**config.mk**
```make
export PLATFORM = sky130hd
export DESIGN_NAME = uart_tx_fsm
export DESIGN_NICKNAME = d
export VERILOG_FILES = /design/src/rtl/uart_tx_fsm.sv
export SDC_FILE = /design/constraint.sdc
export NUM_CORES = 1
export LEC_CHECK = 0
export ABC_AREA = 1
export BUFFER_PORTS_ARGS = -buffer_cell sky130_fd_sc_hd__clkbuf_2
export CORE_MARGIN = 3
export CORE_UTILIZATION = 53
export CTS_CLUSTER_DIAMETER = 100
export DETAILED_ROUTE_END_ITERATION = 7
export PLACE_DENSITY = 0.86
export SYNTH_ARGS = -nofsm -noshare
export SYNTH_HDL_FRONTEND = slang
export SYNTH_SLANG_ARGS = --single-unit
```
**constraint.sdc**
```tcl
create_clock -name baudOut -period 1.4 [get_ports baudOut]
set_clock_uncertainty 0.05 [all_clocks]
set_input_delay 0.42 -clock baudOut [delete_from_list [all_inputs] [get_ports baudOut]]
set_output_delay 0.42 -clock baudOut [all_outputs]
set_load 0.01 [all_outputs]
```
**src/rtl/uart_tx_fsm.sv**
```systemverilog
// ============================================================================
// Module   : uart_tx_fsm
// Function : Oversampled UART transmitter (start, 8 data LSB-first, parity,
//            stop) with a one-entry holding buffer for gap-free frames.
// Revision : 1.0
// ============================================================================
`default_nettype none

module uart_tx_fsm #(
  parameter int OVERSAMPLE = 16,
  parameter bit PARITY_ODD = 1'b0
) (
  input  logic       baudOut,
  input  logic       rst,
  input  logic [7:0] dataIn,
  input  logic       dataValid,
  output logic       dataReady,
  output logic       serialOutput,
  output logic       busy,
  output logic       frameDone
);

  localparam int            CW     = $clog2(OVERSAMPLE);
  localparam logic [CW-1:0] C_LAST = CW'(OVERSAMPLE - 1);

  typedef enum logic [2:0] {
    S_IDLE   = 3'd0,
    S_START  = 3'd1,
    S_DATA   = 3'd2,
    S_PARITY = 3'd3,
    S_STOP   = 3'd4
  } state_t;

  state_t        r_state, w_state_n;
  logic [CW-1:0] r_cnt, w_cnt_n;
  logic [2:0]    r_idx, w_idx_n, w_idx_inc;
  logic [7:0]    r_shift, w_shift_n;
  logic [7:0]    r_buf, w_buf_n;
  logic          r_par, w_par_n;
  logic          r_full, w_full_n;
  logic          r_ser, w_ser_n;
  logic          r_busy, r_done, w_done_n;
  logic          r_ready;
  logic          w_last, w_load;

  assign w_last    = (r_cnt == C_LAST);
  assign w_idx_inc = r_idx + 3'd1;

  always_comb begin
    w_state_n = r_state;
    w_cnt_n   = r_cnt;
    w_idx_n   = r_idx;
    w_shift_n = r_shift;
    w_buf_n   = r_buf;
    w_par_n   = r_par;
    w_full_n  = r_full;
    w_ser_n   = 1'b1;
    w_done_n  = 1'b0;
    w_load    = 1'b0;

    // Tick counter is a power-of-two width, so it wraps to 0 by itself.
    if (r_state != S_IDLE) begin
      w_cnt_n = r_cnt + 1'b1;
    end

    case (r_state)
      S_IDLE: begin
        w_ser_n = 1'b1;
        w_load  = r_full;
      end
      S_START: begin
        w_ser_n = 1'b0;
        if (w_last) begin
          w_state_n = S_DATA;
          w_idx_n   = 3'd0;
          w_ser_n   = r_shift[0];
        end
      end
      S_DATA: begin
        w_ser_n = r_shift[r_idx];
        if (w_last) begin
          if (r_idx == 3'd7) begin
            w_state_n = S_PARITY;
            w_ser_n   = r_par;
          end else begin
            w_idx_n = w_idx_inc;
            w_ser_n = r_shift[w_idx_inc];
          end
        end
      end
      S_PARITY: begin
        w_ser_n = r_par;
        if (w_last) begin
          w_state_n = S_STOP;
          w_ser_n   = 1'b1;
        end
      end
      S_STOP: begin
        w_ser_n = 1'b1;
        if (w_last) begin
          w_done_n = 1'b1;
          if (r_full) begin
            w_load = 1'b1;
          end else begin
            w_state_n = S_IDLE;
          end
        end
      end
      default: begin
        w_state_n = S_IDLE;
        w_cnt_n   = '0;
      end
    endcase

    // Drain the holding buffer into the shifter; start bit goes out next cycle.
    if (w_load) begin
      w_shift_n = r_buf;
      w_par_n   = (^r_buf) ^ PARITY_ODD;
      w_full_n  = 1'b0;
      w_state_n = S_START;
      w_cnt_n   = '0;
      w_ser_n   = 1'b0;
    end

    // A drain needs a full buffer and an accept needs an empty one, so they never collide.
    if (dataValid && !r_full) begin
      w_buf_n  = dataIn;
      w_full_n = 1'b1;
    end
  end

  always_ff @(posedge baudOut or posedge rst) begin
    if (rst) begin
      r_state <= S_IDLE;
      r_cnt   <= '0;
      r_idx   <= 3'd0;
      r_shift <= 8'd0;
      r_buf   <= 8'd0;
      r_par   <= 1'b0;
      r_full  <= 1'b0;
      r_ser   <= 1'b1;
      r_busy  <= 1'b0;
      r_done  <= 1'b0;
      r_ready <= 1'b1;
    end else begin
      r_state <= w_state_n;
      r_cnt   <= w_cnt_n;
      r_idx   <= w_idx_n;
      r_shift <= w_shift_n;
      r_buf   <= w_buf_n;
      r_par   <= w_par_n;
      r_full  <= w_full_n;
      r_ser   <= w_ser_n;
      r_busy  <= (w_state_n != S_IDLE);
      r_done  <= w_done_n;
      r_ready <= !w_full_n;
    end
  end

  assign serialOutput = r_ser;
  assign busy         = r_busy;
  assign frameDone    = r_done;
  assign dataReady    = r_ready;

endmodule

`default_nettype wire

```
==> impl_metrics.json, run 1 <==
{
  "p_sw_mw": 0.644,
  "slowest_stage": "dfrtp_1",
  "ys_types": 32,
  "fmax_mhz": 652,
  "cts-root-buf": "clkbuf_4",
  "synth_top_area_share_pct": 43.8,
  "peakVddDrop_mv": 0.946,
  "path_buf_inv": 2,
  "routedWlPerCell_um": 14.6,
  "min_period_ns": 1.53,
  "grt_pass1_vias": 1516,
  "path_class": "flop to flop",
  "holdBufCountCts": 0,
  "die_w_um": 62.9,
  "fin_area_mm2": 0.00218,
  "rows": 20,
  "power_frac_seq_pct": 51.2,
  "cpPeakStageDelay_ns": 0.40,
  "violations": "negative setup slack",
  "cts_inserted_buffers": 5,
  "p_leak_nw": 1.03,
  "fin_crit_sh_pct": 109,
  "ioPinCount": 15,
  "drc_errors": 0,
  "via_per_inst": 5.41,
  "yosysSeqAreaShare_pct": 46.9,
  "ctsHtreeMaxLevel": 2,
  "relSlewSlack_pct": 81.4,
  "cts_sinks": 32,
  "worstPathMaxFanout": 11,
  "port_buffers": 14,
  "intPower_mw": 1.47,
  "cts_tree": "yes",
  "maxCapViolations": 0,
  "power_frac_comb_pct": 20.4,
  "cts.path.max_buffers": 2,
  "area_growth_pct": 27.2,
  "die_area_mm2": 0.00395,
  "synth_seq_cells": 32,
  "startpoint_type": "flop",
  "pre_cts_slack_ns": -0.113,
  "grt_pass1_wl_um": 7020,
  "clk_pin_slew_worst_paths_ns": 0.12,
  "dp_hpwl_um": 2530,
  "die_h_um": 62.9,
  "syn_inst": 191,
  "ys_warn_count": 0,
  "clkPwrFrac_pct": 28.4,
  "routed_wl_um": 4040,
  "synth_fp_nets": 205,
  "coreArea_mm2": 0.00308,
  "avgSynthCellArea_um2": 8.97,
  "drtIter0Drc": 69,
  "synth_top_flop_cell": "dfrtp_1",
  "synthesis.area_mm2": 0.00171,
  "grt_use_total_pct": 23.1,
  "final_common_cell": "dfrtp_1",
  "drive_above_1_share_pct": 42.7,
  "final_cell_mix": "dfrtp_1 (30), nand2_1 (24), inv_1 (22), buf_4 (18)",
  "detail-route-antenna-nets": 0,
  "gp_congestion": 0.854,
  "grt_overflow_total": 0,
  "swShare_pct": 30.5,
  "synth-edff-count": 0,
  "arrival_ns": 1.73,
  "nNetsFinal": 245,
  "rsz0062_at_grt": "yes",
  "yosysTopAreaCell": "dfrtp_1",
  "cpMostUsedCell": "nand2_2",
  "path_delay_family": "simple AND/OR/NAND/NOR gates",
  "start_util_pct": 55.7,
  "place_area_mm2": 0.00196,
  "hold_path.class": "input port to async pin",
  "postSynth.asyncResetShare_pct": 100,
  "setup_violations": 25,
  "outcome": "finished with violations",
  "power_density_mw_per_mm2": 969,
  "vias": 1493,
  "hold_violations": 0,
  "synth_area_leaders": "dfrtp_1 (44%), nand2_1 (7.0%), nand3_1 (5.3%)",
  "diodes": 0,
  "cp_cell_sequence": "ha_2 > nand2_2 > nor2_4 > inv_4 > nand2_4 > nand3_4 > buf_12 > nand2_2 > o21ai_2",
  "endpoint_kind": "flop",
  "grt_max_degree": 33,
  "fin_ws_ns": -0.133,
  "cp_data_required_time_ns": 1.60,
  "antenna_found_initial": 0,
  "tightest_slew_ns": 0.280,
  "first_pass_iters": 4,
  "insertion_delay_ns": 0.35,
  "finalMaxSlewViolations": 0
}
-- what timing repair did --
action / 4_1_cts / 5_1_grt
pin swaps: 6 / 3
setup buffers: 5 / 3
setup endpoints to repair: 21 / 28
gates resized for setup: 17 / 12
-- per-layer routing --
metal  track usage, %  share of wire [%]  vias to the layer above
met4             13.2                4.0                        0
met2             38.7                 50                       73
li1                 -                  -                      699
met3             6.83                6.0                       17
met5                0                  0                        -
met1             25.9                 40                      704
-- metrics by stage --
stage / hold WS [ns] / setup TNS (ns) / utilization (%) / cells / power (mW)
2_1_floorplan: 0.414 / -0.0898 / - / 191 / 1.43
3_3_place_gp: 0.400 / -0.105 / 63.6 / 260 / 1.49
3_5_place_dp: 0.409 / -0.787 / 63.6 / 260 / 1.52
4_1_cts: 0.0291 / -0.954 / 68.9 / 273 / 2.10
5_1_grt: 0.00206 / -4.32 / 70.9 / 276 / 2.23
6_report: 0.0147 / -2.21 / 70.9 / 276 / 2.11
-- logic make-up after synthesis --
| group | count (synthesis) | synth area share, % |
|---|---|---|
| AOI/OAI and AO/OA | 34 | 13.4 |
| xor gates and xnor gates | 8 | 4.09 |
| adders and majority gates | 3 | 2.19 |
| buffers and inverters | 31 | 8.76 |
| DFF | 32 | 46.9 |
| muxes | 3 | 1.97 |
| and+or+nand+nor | 80 | 22.8 |
-- final cells by class --
cell class                 instances  area (um2)
sequential                        32         803
inverter                          27         111
clock inverter                     2        15.0
fill                             216         897
timing repair buffer              37         292
clock buffer                       6        51.3
tap                               44        55.1
multi-input combinational        128         853
-- flip-flops by register name, indices dropped and copies added (netlist names), 3 cells and up --
signal and count:
r_buf 8, r_idx 3, r_cnt 4, r_state 3
r_shift 8
-- Yosys cell counts (2+ instances only) --
cell	number
xor2_1	2
o21ai_0	6
a21oi_1	12
o21ai_2	8
nor2_1	14
dfstp_2	2
nand2_2	7
nor2_4	2
inv_1	22
dfrtp_1	30
o21ai_1	3
mux2_2	3
ha_1	3
xnor2_1	6
nand3_1	18
inv_2	3
buf_2	2
o211ai_1	2
nand2_1	32
nand4_1	2
-- path summary, 6_finish.rpt --
| path | start | endpoint | slack, ns | cells past startpoint |
|---|---|---|---|---|
| worst max-delay path | r_cnt[0] | r_shift[3] | -0.13 | 9 |
| worst min-delay path | rst | r_buf[0] | 0.01 | 3 |
| worst max register to register | r_cnt[0] | r_shift[3] | -0.13 | 9 |
| worst min register to register | r_shift[5] | r_shift[5] | 0.49 | 2 |
| max in group asynchronous | rst | serialOutput | 1.03 | 3 |
| min in group baudOut | dataIn[1] | r_buf[1] | 0.24 | 2 |
-- tightest hold or removal path, stage by stage --
cell and delay (ns):
clkbuf_2 0.08, inv_1 0.08, buf_12 0.21
-- power by group through the flow --
stage                     Sequential (mW)  Combinational, mW  Clock, mW
after floorplan                      1.09              0.341          0
after global placement               1.09              0.397          0
after detailed placement             1.10              0.419          0
after CTS                            1.08              0.422      0.594
after global routing                 1.10              0.480      0.654
final                                1.08              0.432      0.600
Power figures use the tool's default switching activity.
==> run 2: changes to the inputs <==
--- a/config.mk
+++ b/config.mk
@@ -7,11 +7,13 @@
 export LEC_CHECK = 0
 export ABC_AREA = 1
 export BUFFER_PORTS_ARGS = -buffer_cell sky130_fd_sc_hd__clkbuf_2
+export CELL_PAD_IN_SITES_DETAIL_PLACEMENT = 0
+export CELL_PAD_IN_SITES_GLOBAL_PLACEMENT = 1
 export CORE_MARGIN = 3
-export CORE_UTILIZATION = 53
+export CORE_UTILIZATION = 40
 export CTS_CLUSTER_DIAMETER = 100
 export DETAILED_ROUTE_END_ITERATION = 7
-export PLACE_DENSITY = 0.86
+export PLACE_DENSITY = 0.85
 export SYNTH_ARGS = -nofsm -noshare
 export SYNTH_HDL_FRONTEND = slang
 export SYNTH_SLANG_ARGS = --single-unit
==> impl_metrics.json, run 2 (synthesized netlist as in run 1, its figures left out) <==
{
  "outcome": "finished with violations",
  "violations": "negative setup slack",
  "power_density_mw_per_mm2": 988,
  "area_growth_pct": 33.4,
  "cts_sinks": 32,
  "fmax_mhz": 678,
  "clkPwrFrac_pct": 32.1,
  "hold_violations": 0,
  "dp_hpwl_um": 2510,
  "cts_tree": "yes",
  "drc_errors": 0,
  "die_h_um": 71.5,
  "clk_pin_slew_worst_paths_ns": 0.07,
  "endpoint_kind": "flop",
  "vias": 1348,
  "grt_use_total_pct": 15.3,
  "grt_max_degree": 21,
  "fin_ws_ns": -0.0754,
  "grt_pass1_vias": 1315,
  "r2r-end": "busy",
  "cts.path.max_buffers": 2,
  "rsz0062_at_grt": "yes",
  "insertion_delay_ns": 0.29,
  "final_common_cell": "dfrtp_1",
  "crit_start": "r_cnt[0]",
  "cts_inserted_buffers": 5,
  "holdBufCountCts": 0,
  "detail-route-antenna-nets": 0,
  "die_w_um": 71.5,
  "coreArea_mm2": 0.00406,
  "intPower_mw": 1.58,
  "worstPathMaxFanout": 4,
  "grt_pass1_wl_um": 6040,
  "tightest_slew_ns": 0.266,
  "finalMaxSlewViolations": 0,
  "setup_violations": 18,
  "cpMostUsedCell": "buf_6",
  "p_leak_nw": 1.10,
  "diodes": 0,
  "ioPinCount": 15,
  "start_util_pct": 42.2,
  "ctsHtreeMaxLevel": 2,
  "reg2reg_from": "r_cnt[0]",
  "arrival_ns": 1.58,
  "rows": 23,
  "routed_wl_um": 3470,
  "nNetsFinal": 246,
  "port_buffers": 14,
  "maxCapViolations": 0,
  "slowest_stage": "dfrtp_1",
  "first_pass_iters": 4,
  "swShare_pct": 30.1,
  "startpoint_type": "flop",
  "final_cell_mix": "dfrtp_1 (30), nand2_1 (24), inv_1 (22), buf_4 (18)",
  "top_regs": "r_buf x8, r_shift x8, r_cnt x4",
  "p_sw_mw": 0.679,
  "drtIter0Drc": 66,
  "cpPeakStageDelay_ns": 0.41,
  "cp_data_required_time_ns": 1.50,
  "total_power_mw": 2.26,
  "antenna_found_initial": 0,
  "relSlewSlack_pct": 82.1,
  "reg2reg_depth": 7,
  "fin_crit_sh_pct": 105,
  "via_per_inst": 4.76,
  "path_class": "flop to flop",
  "r2r_setup_slack_ns": -0.08,
  "die_area_mm2": 0.00511,
  "cp-endpoint": "busy",
  "pre_cts_slack_ns": -0.0715,
  "drive_above_1_share_pct": 42.1,
  "cts-root-buf": "clkbuf_8",
  "peakVddDrop_mv": 0.917,
  "min_period_ns": 1.48,
  "power_frac_seq_pct": 48.4,
  "gp_congestion": 0.845,
  "grt_overflow_total": 0,
  "routedWlPerCell_um": 12.2,
  "power_frac_comb_pct": 19.5,
  "cp_cell_sequence": "ha_4 > nand2_4 > nor2_4 > buf_6 > buf_6 > o211ai_1 > nand4_1",
  "hold_path.class": "input port to async pin"
}
==> run 2: worst max-delay path, delay by kind of cell, from the launching register on <==
family,cells,cell delay [ns]
flip-flops,1,0.41
AND/OR/NAND/NOR,3,0.26
buffers and inverters,2,0.22
AO/OA/AOI/OAI,1,0.22
adder cells (fa/ha/maj),1,0.18
==> run 2: timing repair <==
action,in CTS,in global routing
cloned,1,0
setup buffers,2,2
setup endpoints to repair,22,25
hold endpoints to repair,0,0
resized for setup,16,18
pin swaps,8,7
==> run 2: per-layer routing <==
| layer | routed length [um] | up-vias | global-route usage (%) |
|---|---|---|---|
| met1 | 1580 | 623 | 19.1 |
| li1 | - | 702 | - |
| met2 | 1710 | 19 | 24.9 |
| met4 | 61 | 0 | 6.26 |
| met5 | 0 | - | 0 |
| met3 | 108 | 4 | 4.35 |
==> run 2: worst min-delay path by stage <==
stage	end	start	slack, ns	depth (start not counted)
2_1_floorplan	r_shift[2]	r_shift[2]	0.41	2
3_3_place_gp	r_cnt[0]	rst	0.37	3
3_5_place_dp	r_cnt[1]	rst	0.37	3
4_1_cts	r_idx[2]	rst	0.06	3
5_1_grt	r_idx[2]	rst	0.07	3
6_report	r_idx[2]	rst	0.06	3
==> run 2: cell type report <==
| class | instances | area (um2) |
|---|---|---|
| sequential | 32 | 803 |
| inverter | 27 | 111 |
| timing repair buffer | 38 | 328 |
| tap | 50 | 62.6 |
| clock inverter | 3 | 23.8 |
| clock buffer | 5 | 68.8 |
| multi-input combinational | 128 | 888 |
| fill | 353 | 1770 |
==> run 2: power groups by stage <==
stage	clock (mW)	sequential, mW	combinational, mW
finish	0.724	1.09	0.441
global placement	0	1.09	0.397
global route	0.802	1.10	0.490
floorplan	0	1.09	0.341
detailed placement	0	1.10	0.410
CTS	0.751	1.09	0.447
==> run 2: through the flow <==
stage	util [%]	hold WS [ns]	instances	instance area [um2]	TNS, ns
6_report	56.3	0.0583	283	2290	-0.787
3_5_place_dp	49.5	0.374	270	2010	-0.562
5_1_grt	56.3	0.0730	283	2290	-2.36
3_3_place_gp	49.5	0.366	270	2010	-0.116
2_1_floorplan	-	0.414	191	1740	-0.0898
4_1_cts	54.2	0.0578	281	2200	-0.953
==> run 3: changes to the inputs <==
--- a/config.mk
+++ b/config.mk
@@ -10,10 +10,10 @@
 export CELL_PAD_IN_SITES_DETAIL_PLACEMENT = 0
 export CELL_PAD_IN_SITES_GLOBAL_PLACEMENT = 1
 export CORE_MARGIN = 3
-export CORE_UTILIZATION = 40
+export CORE_UTILIZATION = 48
 export CTS_CLUSTER_DIAMETER = 100
 export DETAILED_ROUTE_END_ITERATION = 7
-export PLACE_DENSITY = 0.85
+export PLACE_DENSITY = 0.94
 export SYNTH_ARGS = -nofsm -noshare
 export SYNTH_HDL_FRONTEND = slang
 export SYNTH_SLANG_ARGS = --single-unit
==> constraint.sdc (replaced) <==
create_clock -name baudOut -period 1.8 [get_ports baudOut]
set_clock_uncertainty 0.05 [all_clocks]
set_input_delay 0.54 -clock baudOut [delete_from_list [all_inputs] [get_ports baudOut]]
set_output_delay 0.54 -clock baudOut [all_outputs]
set_load 0.01 [all_outputs]
==> impl_metrics.json, run 3 (synthesized netlist as in run 1, its figures left out) <==
{
  "fmax_mhz": 599,
  "final_cell_mix": "nand2_1 (32), dfrtp_1 (30), inv_1 (22), nand3_1 (18)",
  "numPlacedInstances": 252,
  "rsz0062_at_grt": "no",
  "port_buffers": 14,
  "antenna_found_initial": 0,
  "area_growth_pct": 11.7,
  "clk_pin_slew_worst_paths_ns": 0.10,
  "min_period_ns": 1.67,
  "grt_pass1_wl_um": 5600,
  "hold_violations": 0,
  "worstPathMaxFanout": 11,
  "die_area_mm2": 0.00432,
  "dp_hpwl_um": 2470,
  "outcome": "completed",
  "grt_use_total_pct": 17.1,
  "ctsHtreeMaxLevel": 2,
  "diodes": 0,
  "die_w_um": 65.8,
  "rows": 21,
  "grt_pass1_vias": 1228,
  "r2r_setup_slack_ns": 0.13,
  "fin_ws_ns": 0.130,
  "holdBufCountCts": 0,
  "via_per_inst": 4.98,
  "insertion_delay_ns": 0.33,
  "gp_congestion": 0.847,
  "startpoint_type": "flop",
  "pre_cts_slack_ns": 0.140,
  "ioPinCount": 15,
  "place_area_mm2": 0.00184,
  "fin_crit_sh_pct": 92.8,
  "drc_errors": 0,
  "detail-route-antenna-nets": 0,
  "fin_area_mm2": 0.00191,
  "routed_wl_um": 3150,
  "vias": 1294,
  "cts.path.max_buffers": 2,
  "relSlewSlack_pct": 70.4,
  "endpoint_kind": "flop",
  "drive_above_1_share_pct": 27.6,
  "peakVddDrop_mv": 0.652,
  "die_h_um": 65.8,
  "routedWlPerCell_um": 12.1,
  "nNetsFinal": 227,
  "setup_violations": 0,
  "cts_sinks": 32,
  "drtIter0Drc": 24,
  "finalMaxSlewViolations": 0,
  "path_class": "flop to flop",
  "stdcell_count": 260,
  "tns_ns": 0,
  "grt_overflow_total": 0,
  "coreArea_mm2": 0.00339,
  "maxCapViolations": 0,
  "arrival_ns": 1.85,
  "p_leak_nw": 0.928,
  "hold_path.class": "input port to async pin",
  "cp_data_required_time_ns": 1.98,
  "grt_max_degree": 15,
  "cts_tree": "yes",
  "tightest_slew_ns": 0.444,
  "top_regs": "r_buf x8, r_shift x8, r_cnt x4",
  "cts_inserted_buffers": 5,
  "power_density_mw_per_mm2": 884,
  "start_util_pct": 50.6,
  "first_pass_iters": 4,
  "cts_resized": 0,
  "total_power_mw": 1.69,
  "cts-root-buf": "clkbuf_4",
  "postCtsSetupRepairBufs": 0,
  "final_common_cell": "nand2_1"
}
## run 3: cell count changes in the layout (fill, tap and decap cells not counted), sizes merged
cell,change
clkbuf,+3
bufinv,+1
buf,-21
clkinvlp,-2
## run 3: worst paths after layout
check	cells after the start	to	startpoint
max reg2reg	9	r_shift[3]	r_cnt[0]
min in group baudOut	2	r_buf[1]	dataIn[1]
min reg2reg	2	r_shift[5]	r_shift[5]
max in group asynchronous	3	serialOutput	rst
max	9	r_shift[3]	r_cnt[0]
min	2	r_shift[0]	rst
## run 3: critical path, cell delays in order (launching register included)
cell	delay [ns]
dfrtp_1	0.41
ha_1	0.21
nand2_2	0.08
nor2_4	0.18
inv_4	0.09
nand2_4	0.07
nand3_4	0.11
buf_4	0.22
nand2_1	0.09
o21ai_2	0.05
## run 3: power breakdown
group | internal, mW | total (mW) | switching [mW]
logic | 0.163 | 0.315 | 0.152
clock network | 0.291 | 0.539 | 0.248
registers | 0.785 | 0.838 | 0.0530
## run 3: area by class of cell
type	instances	area, um2
clock buffers	6	41.3
multi-input cells	128	761
inverters	27	109
flip-flops and latches	32	803
clock inverters	2	35.0
fillers	307	1480
repair buffers	19	108
well taps	46	57.6
## run 3: stage by stage
step           util (%)  hold slack (ns)
4_1_cts            56.5            0.122
3_5_place_dp       54.2            0.459
2_1_floorplan         -            0.421
6_report           56.5            0.118
5_1_grt            56.5            0.133
3_3_place_gp       54.2            0.443
## run 3: layer usage
layer	vias up	GRT usage [%]	wire [um]
met5	-	0	0
met1	592	22.8	1520
li1	667	-	-
met2	31	26.7	1460
met3	4	5.13	130
met4	0	5.44	44
